## src/rtl/unified_mem_arbiter.sv

```systemverilog
// Arbitrates one single-ported, variable-latency memory between instruction fetch (IF)
// and the data-memory stage (DM); one transaction at a time, sticky timeout flag.
module unified_mem_arbiter #(
    parameter int ADDR_W  = 32,
    parameter int DATA_W  = 32,
    parameter int TIMEOUT = 255
) (
    input  logic              clk_i,
    input  logic              rst_i,
    input  logic              if_req_i,
    input  logic [ADDR_W-1:0] if_addr_i,
    output logic [DATA_W-1:0] if_rdata_o,
    output logic              if_ack_o,
    input  logic              dm_req_i,
    input  logic              dm_we_i,
    input  logic [ADDR_W-1:0] dm_addr_i,
    input  logic [DATA_W-1:0] dm_wdata_i,
    output logic [DATA_W-1:0] dm_rdata_o,
    output logic              dm_ack_o,
    output logic              stall_o,
    output logic              mem_req_o,
    output logic              mem_we_o,
    output logic [ADDR_W-1:0] mem_addr_o,
    output logic [DATA_W-1:0] mem_wdata_o,
    input  logic [DATA_W-1:0] mem_rdata_i,
    input  logic              mem_ack_i,
    output logic              err_o
);
    // state | meaning
    // IDLE  | no transaction; arbitrates and grants on the next edge
    // BUSY  | mem_req_o high, waiting for mem_ack_i or timeout
    // RESP  | one-cycle ack to the owner; requests are not sampled
    typedef enum logic [1:0] {IDLE, BUSY, RESP} state_t;

    localparam int               CNT_W    = 16;
    localparam logic [CNT_W-1:0] CNT_LAST = CNT_W'(TIMEOUT - 1);

    state_t              state_q, state_d;
    logic                owner_dm_q, owner_dm_d;
    logic                last_dm_q, last_dm_d;
    logic                mem_req_q, mem_req_d;
    logic                mem_we_q, mem_we_d;
    logic [ADDR_W-1:0]   mem_addr_q, mem_addr_d;
    logic [DATA_W-1:0]   mem_wdata_q, mem_wdata_d;
    logic [DATA_W-1:0]   if_rdata_q, if_rdata_d;
    logic [DATA_W-1:0]   dm_rdata_q, dm_rdata_d;
    logic                if_ack_q, if_ack_d;
    logic                dm_ack_q, dm_ack_d;
    logic                err_q, err_d;
    logic [CNT_W-1:0]    cnt_q, cnt_d;
    logic                grant_dm;
    logic [DATA_W-1:0]   rdata_cap;

    always_ff @(posedge clk_i or posedge rst_i) begin
        if (rst_i) begin
            state_q     <= IDLE;
            owner_dm_q  <= 1'b0;
            last_dm_q   <= 1'b0;
            mem_req_q   <= 1'b0;
            mem_we_q    <= 1'b0;
            mem_addr_q  <= '0;
            mem_wdata_q <= '0;
            if_rdata_q  <= '0;
            dm_rdata_q  <= '0;
            if_ack_q    <= 1'b0;
            dm_ack_q    <= 1'b0;
            err_q       <= 1'b0;
            cnt_q       <= '0;
        end else begin
            state_q     <= state_d;
            owner_dm_q  <= owner_dm_d;
            last_dm_q   <= last_dm_d;
            mem_req_q   <= mem_req_d;
            mem_we_q    <= mem_we_d;
            mem_addr_q  <= mem_addr_d;
            mem_wdata_q <= mem_wdata_d;
            if_rdata_q  <= if_rdata_d;
            dm_rdata_q  <= dm_rdata_d;
            if_ack_q    <= if_ack_d;
            dm_ack_q    <= dm_ack_d;
            err_q       <= err_d;
            cnt_q       <= cnt_d;
        end
    end

    always_comb begin
        state_d     = state_q;
        owner_dm_d  = owner_dm_q;
        last_dm_d   = last_dm_q;
        mem_req_d   = mem_req_q;
        mem_we_d    = mem_we_q;
        mem_addr_d  = mem_addr_q;
        mem_wdata_d = mem_wdata_q;
        if_rdata_d  = if_rdata_q;
        dm_rdata_d  = dm_rdata_q;
        if_ack_d    = 1'b0;
        dm_ack_d    = 1'b0;
        err_d       = err_q;
        cnt_d       = cnt_q;
        // On a tie DM wins unless it was the last one served.
        grant_dm    = dm_req_i & (~if_req_i | ~last_dm_q);
        rdata_cap   = '0;

        unique case (state_q)
            IDLE: begin
                if (if_req_i | dm_req_i) begin
                    owner_dm_d  = grant_dm;
                    mem_addr_d  = grant_dm ? dm_addr_i : if_addr_i;
                    mem_we_d    = grant_dm & dm_we_i;
                    mem_wdata_d = grant_dm ? dm_wdata_i : '0;
                    mem_req_d   = 1'b1;
                    cnt_d       = '0;
                    state_d     = BUSY;
                end
            end
            BUSY: begin
                cnt_d = cnt_q + CNT_W'(1);
                if (mem_ack_i || (cnt_q == CNT_LAST)) begin
                    if (mem_ack_i) begin
                        rdata_cap = mem_we_q ? '0 : mem_rdata_i;
                        last_dm_d = owner_dm_q;
                    end else begin
                        err_d = 1'b1;
                    end
                    if (owner_dm_q) begin
                        dm_rdata_d = rdata_cap;
                        dm_ack_d   = 1'b1;
                    end else begin
                        if_rdata_d = rdata_cap;
                        if_ack_d   = 1'b1;
                    end
                    mem_req_d = 1'b0;
                    state_d   = RESP;
                end
            end
            RESP: begin
                state_d = IDLE;
            end
            default: begin
                state_d = IDLE;
            end
        endcase
    end

    assign if_rdata_o  = if_rdata_q;
    assign if_ack_o    = if_ack_q;
    assign dm_rdata_o  = dm_rdata_q;
    assign dm_ack_o    = dm_ack_q;
    assign mem_req_o   = mem_req_q;
    assign mem_we_o    = mem_we_q;
    assign mem_addr_o  = mem_addr_q;
    assign mem_wdata_o = mem_wdata_q;
    assign err_o       = err_q;
    assign stall_o     = (if_req_i & ~if_ack_q) | (dm_req_i & ~dm_ack_q);

endmodule

```

## config.mk

```make
export PLATFORM = sky130hd
export DESIGN_NAME = unified_mem_arbiter
export DESIGN_NICKNAME = d
export VERILOG_FILES = /design/src/rtl/unified_mem_arbiter.sv
export SDC_FILE = /design/constraint.sdc
export NUM_CORES = 1
export LEC_CHECK = 0
export BUFFER_PORTS_ARGS = -buffer_cell sky130_fd_sc_hd__buf_4
export CAP_MARGIN = 10
export CORE_ASPECT_RATIO = 1.5
export CORE_MARGIN = 2
export CORE_UTILIZATION = 40
export DETAILED_ROUTE_END_ITERATION = 7
export GPL_ROUTABILITY_DRIVEN = 0
export PLACE_DENSITY_LB_ADDON = 0.1
export SYNTH_ARGS = -nofsm -noshare
export SYNTH_HDL_FRONTEND = slang
export SYNTH_SLANG_ARGS = --single-unit
```

## constraint.sdc

```tcl
create_clock -name clk_i -period 4.15 [get_ports clk_i]
set_clock_uncertainty 0.05 [all_clocks]
set_input_delay 0 -clock clk_i [delete_from_list [all_inputs] [get_ports clk_i]]
set_output_delay 0 -clock clk_i [all_outputs]
set_load 0.02 [all_outputs]
```

Word-level counts from Yosys, hierarchy flattened:

Cells that the tools add are included.

* register bits: 153
* bits in latches: 0
* RAM bits: 0
* memory bits (read-only): 0
* input port bits: 134
* output and inout port bits: 134
* memories kept: 0

* $add $sub $neg: 1
* $mul: 0
* divide/modulo/power cells: 0
* order comparisons: 0
* eq/ne operators: 4
* shift operators: 0
* muxes and demuxes: 18
* bitwise logic cells: 13
* reductions and logical operators: 11

Operator list (count)
* $mux W32: 4
* $pmux W16 S2: 1
* $add A16 B1 Y16 const B: 1
* $eq A16 B8 Y1 const B: 1
* $mux W16: 1
* $reduce_and A3 Y1: 5
* $mux W1: 8
* $not A1 Y1: 6
* $reduce_and A2 Y1: 3
* $and A1 B1 Y1: 4
* $mux W2: 2
* $ne A2 B2 Y1 const B: 2
* $pmux W2 S2: 1
* $or A1 B1 Y1: 3
* $eq A2 B1 Y1 const B: 1
* $logic_not A2 Y1: 1
* $pmux W1 S2: 1
* $reduce_bool A2 Y1: 1
* $logic_or A1 B1 Y1: 1

Depth between registers and ports, before layout:

* depth after elaboration: 4
* mapped depth: 7

Worst setup path before layout:

No wires, ideal clock.

* path kind: reg2reg
* start point: register cnt_q[0]
* end point: register dm_rdata_q[29] (netlist: dm_rdata_o[29])
* setup time: 0.122 ns
* data arrival time: 1.969 ns
* required time: 3.978 ns
* path slack: 2.010 ns
* stages on the path, launching flop included: 8
* clock period less this slack: 2.140 ns
* path through: dfrtp_1 -> inv_1 -> ha_1 -> or3b_2 -> nor4_4 -> o211ai_4 -> buf_6 -> a32o_1

* word-level cells in the longest chain between the ends: 3

RTL lines
* from (decl): RTL line 50 `logic [CNT_W-1:0] cnt_q, cnt_d;`
* from (signal assigned): RTL line 82 `cnt_q <= cnt_d;`
* $eq A16 B8 Y1: RTL line 118 `if (mem_ack_i || (cnt_q == CNT_LAST)) begin`
* $logic_or A1 B1 Y1: RTL line 118
* $reduce_and A3 Y1 (no source line)
* to (signal assigned): RTL line 78 `dm_rdata_q <= dm_rdata_d;`
* to (decl): RTL line 46 `logic [DATA_W-1:0] dm_rdata_q, dm_rdata_d;`

Every way passes these cells.
A chain may end at the register's enable or synchronous reset.

Final worst setup path:

* start point: register cnt_q[0]
* end point: register dm_rdata_q[4] (netlist: dm_rdata_o[4])

Same word-level chain as after synthesis.

==> impl_summary.txt <==
----------------------------------------------------
[Timing]
  Setup repair after global routing missed its margin ... no
  Fin crit share ... 61.2%
  Final Max Tran Viols ... 0
  Headroom to the max-slew limit ... approximately 33%
  Final setup violation count ... 0
  Final min period ... 2540 ps
  Fmax ... roughly 400 MHz
  Setup TNS ... 0 ps
  Final hold violations ... 0
  Worst-Margin Slew ... between 1000 and 1500 ps

[Final layout]
  P&R area growth vs syn ... 64.7%
  Layout net count ... between 1,000 and 1,500
  Total inserted antenna cells ... 0
  Fraction of final layout cells sized beyond drive strength 1 ... 34.9%

[Power]
  Leak pwr ... between 4 and 5 nW
  Switching share of power ... ~39%
  Clock network power share ... 20.9%
  Net switching power ... between 2 and 3 mW
  Power share of the combinational group ... ~44%
  Sequential group share of total power ... 34.6%
  Max VDD drop ... ~340 uV
  Final total power ... 7.31 mW
  Total power density per cell area ... slightly above 700 mW/mm^2
  Internal power summed over all cells ... around 4.5 mW

[Critical path]
  Largest fanout of any net on the critical path ... 33
  Arrival time at the worst endpoint ... around 2800 ps
  Type of origin of the critical path ... flip-flop
  Cell breakdown of the critical path ... inv_1, ha_1, or3b_2, nor4_4, o211ai_4, a32o_1
  Startpoint-to-endpoint class of the critical path ... flip-flop to flip-flop
  Maximum cell stage delay along the critical path ... about 480 ps
  Required arrival time at the worst endpoint ... about 4400 ps
  Slowest cell on the critical path ... or3b_2
  Endpoint class of the critical path ... flip-flop

[Synthesis]
  Ys async rst share ... 100%
  Post-synthesis sequential area ratio ... between 60% and 70%
  Top post-synthesis cells by area ... dfrtp_1 61%, mux2i_1 6.6%, a32o_1 5.1%
  Post-synth EDFFs ... 0
  Number of cells produced by synthesis ... approximately 500
  Ranking of synthesized cells by instance count ... 153 x dfrtp_1, 75 x nand2_1, 41 x mux2i_1, 37 x o21ai_0, 33 x a22o_1
  Summed instance area of the synthesized netlist ... 0.00623 mm^2
  Area fraction of the dominant cell type after synthesis ... slightly above 60%
  Yosys cell types ... 41
  Average cell area after synthesis ... between 10 and 15 um^2
  Synthesized netlist net count ... ~640
  Synth Warn # ... 0
  Number of register bits inferred by synthesis ... 153
  Top cell type by total area after synthesis ... dfrtp_1
  Most used flip-flop cell after synthesis ... dfrtp_1
  Leading cell type by number of instances after synthesis ... dfrtp_1

[CTS]
  Clock Latency Late Sink ... roughly 400 ps
  Maximum clock insertion buffer count ... 2
  Buffers inserted by post-CTS timing repair ... 0
  Clock Sinks ... 153
  CTS tree ... done
  Root Buffer Master ... clkbuf_16
  Clock transition at the registers of the reported paths ... around 70 ps
  Number of gates given a new drive strength after cts ... 0
  Hold-fix buffers, CTS ... 131
  Inserted Clock Buffers ... 17
  Total number of H-tree levels ... 4

[Global routing]
  Largest net degree at the start of global routing ... between 150 and 200
  Antenna violations before repair ... 0
  Global-route wire length before repair ... ~29 mm
  Vias in the first global route ... between 5,000 and 6,000
  Total congestion overflow ... 0
  GR Util All Layers ... 22.2%

[Floorplanning]
  Die footprint ... around 0.017 mm^2
  Placement Rows ... 55
  Effective utilization at floorplan ... between 40% and 50%
  Floorplan core area ... approximately 0.015 mm^2
  Width of the die ... between 100 and 150 um
  Total I/O pin count ... ~270
  Height of the die ... 157 um

[Min path]
  Class of the most critical hold timing path ... primary input to flip-flop

[Detailed routing]
  Total DRC errors in the routed layout ... 0
  Detailed Route WL ... between 15 and 20 mm
  Drt wl/cell ... between 15 and 20 um
  Length of the first detailed-routing pass in iterations ... 6
  DR iter-0 viols ... just over 200
  Post-detailed-route via-to-cell ratio ... ~5
  Post-route ant nets ... 0
  Count of vias placed by the detailed router ... about 5,600

[Job]
  Max-cap violations ... 0

[Run status]
  Status ... complete, no violations

[Place]
  HPWL after DPL ... ~11 mm
  Number of input and output port buffers inserted ... about 270

----------------------------------------------------
## cells in the final DEF (no fill, tap or decap), drive strengths merged, types with 3 or more instances in the layout
master and n:
buf 274, dfrtp 153, dlygate4sd3 131, nand2 75
mux2i 41, o21ai 39, a22o 33, a32o 32
o2bb2ai 32, clkbuf 20, nand3 13, inv 9
clkinvlp 6, nor2 5, a21oi 4, nand4 3
o31ai 3, o211ai 3
## state kept, by name (all words and copies together), names as in the netlist
name         cells
state_q          2
mem_addr_o      32
if_ack_o         1
if_rdata_o      32
dm_rdata_o      32
dm_ack_o         1
mem_wdata_o     32
mem_we_o         1
last_dm_q        1
mem_req_o        1
cnt_q           16
err_o            1
owner_dm_q       1
## per-stage QoR
step / utilization, % / setup WS (ps) / hold WS, ps / cells / instance area [um^2]
floorplan: - / 2010 / 51.7 / 505 / 6240
detailed placement: 55.3 / 1580 / 174 / 939 / 8370
CTS: 67.8 / 1570 / 73.5 / 1102 / 10300
global placement: 55.3 / 1690 / 167 / 939 / 8370
finish: 67.8 / 1610 / 88.2 / 1102 / 10300
global route: 67.8 / 1480 / 141 / 1102 / 10300
## kinds of logic after synthesis
group,Yosys count,share of synthesized area (%)
compound gates,150,19.2
xor+xnor,1,0.141
fa+ha+maj,2,0.401
buf+inv,46,3.94
flops,153,61.4
mux,42,6.77
simple gates,111,8.11
## worst paths after layout
path	from	cells after the start	slack [ps]	endpoint
min in group asynchronous	rst_i	4	330	if_rdata_o[21]$_DFFE_PP0P_
worst max register to register	cnt_q[0]$_DFFE_PP0P_	6	1610	dm_rdata_o[4]$_DFFE_PP0P_
worst min register to register	cnt_q[15]$_DFFE_PP0P_	1	430	cnt_q[15]$_DFFE_PP0P_
max in group asynchronous	rst_i	4	3070	owner_dm_q$_DFFE_PP0P_
worst max-delay path	cnt_q[0]$_DFFE_PP0P_	6	1610	dm_rdata_o[4]$_DFFE_PP0P_
worst min-delay path	dm_req_i	4	90	mem_addr_o[12]$_DFFE_PP0P_
## metal layers
layer	share of wire, %	track usage [%]	wire, um	vias up
met3	6.4	5.87	1160	40
met2	50	38.2	9040	217
met5	0	0	0	-
li1	-	-	-	2646
met1	41	26.4	7350	2652
met4	3.1	9.09	567	0
## power by group through the flow
stage / Combinational [mW] / Clock (mW) / Sequential, mW
2_1_floorplan: 1.10 / 0 / 3.20
3_3_place_gp: 3.07 / 0 / 2.52
3_5_place_dp: 3.13 / 0 / 2.53
4_1_cts: 3.26 / 1.57 / 2.53
5_1_grt: 3.48 / 1.65 / 2.61
6_report: 3.25 / 1.53 / 2.53
## area by class of cell
type                       count  area (um^2)
fill                        1163         4870
sequential                   153         3830
timing repair buffer         405         3380
multi-input combinational    306         2190
clock buffer                  20          447
tap                          199          249
clock inverter                12          141
inverter                       7         30.0
## critical path, delay by kind of cell (launching register included)
kind / cells / cell delay (ps)
buf+inv: 1 / 80
simple gates: 2 / 960
compound gates: 2 / 750
flops: 1 / 440
fa+ha+maj: 1 / 130
No activity file was read; power rests on OpenSTA's default activity.
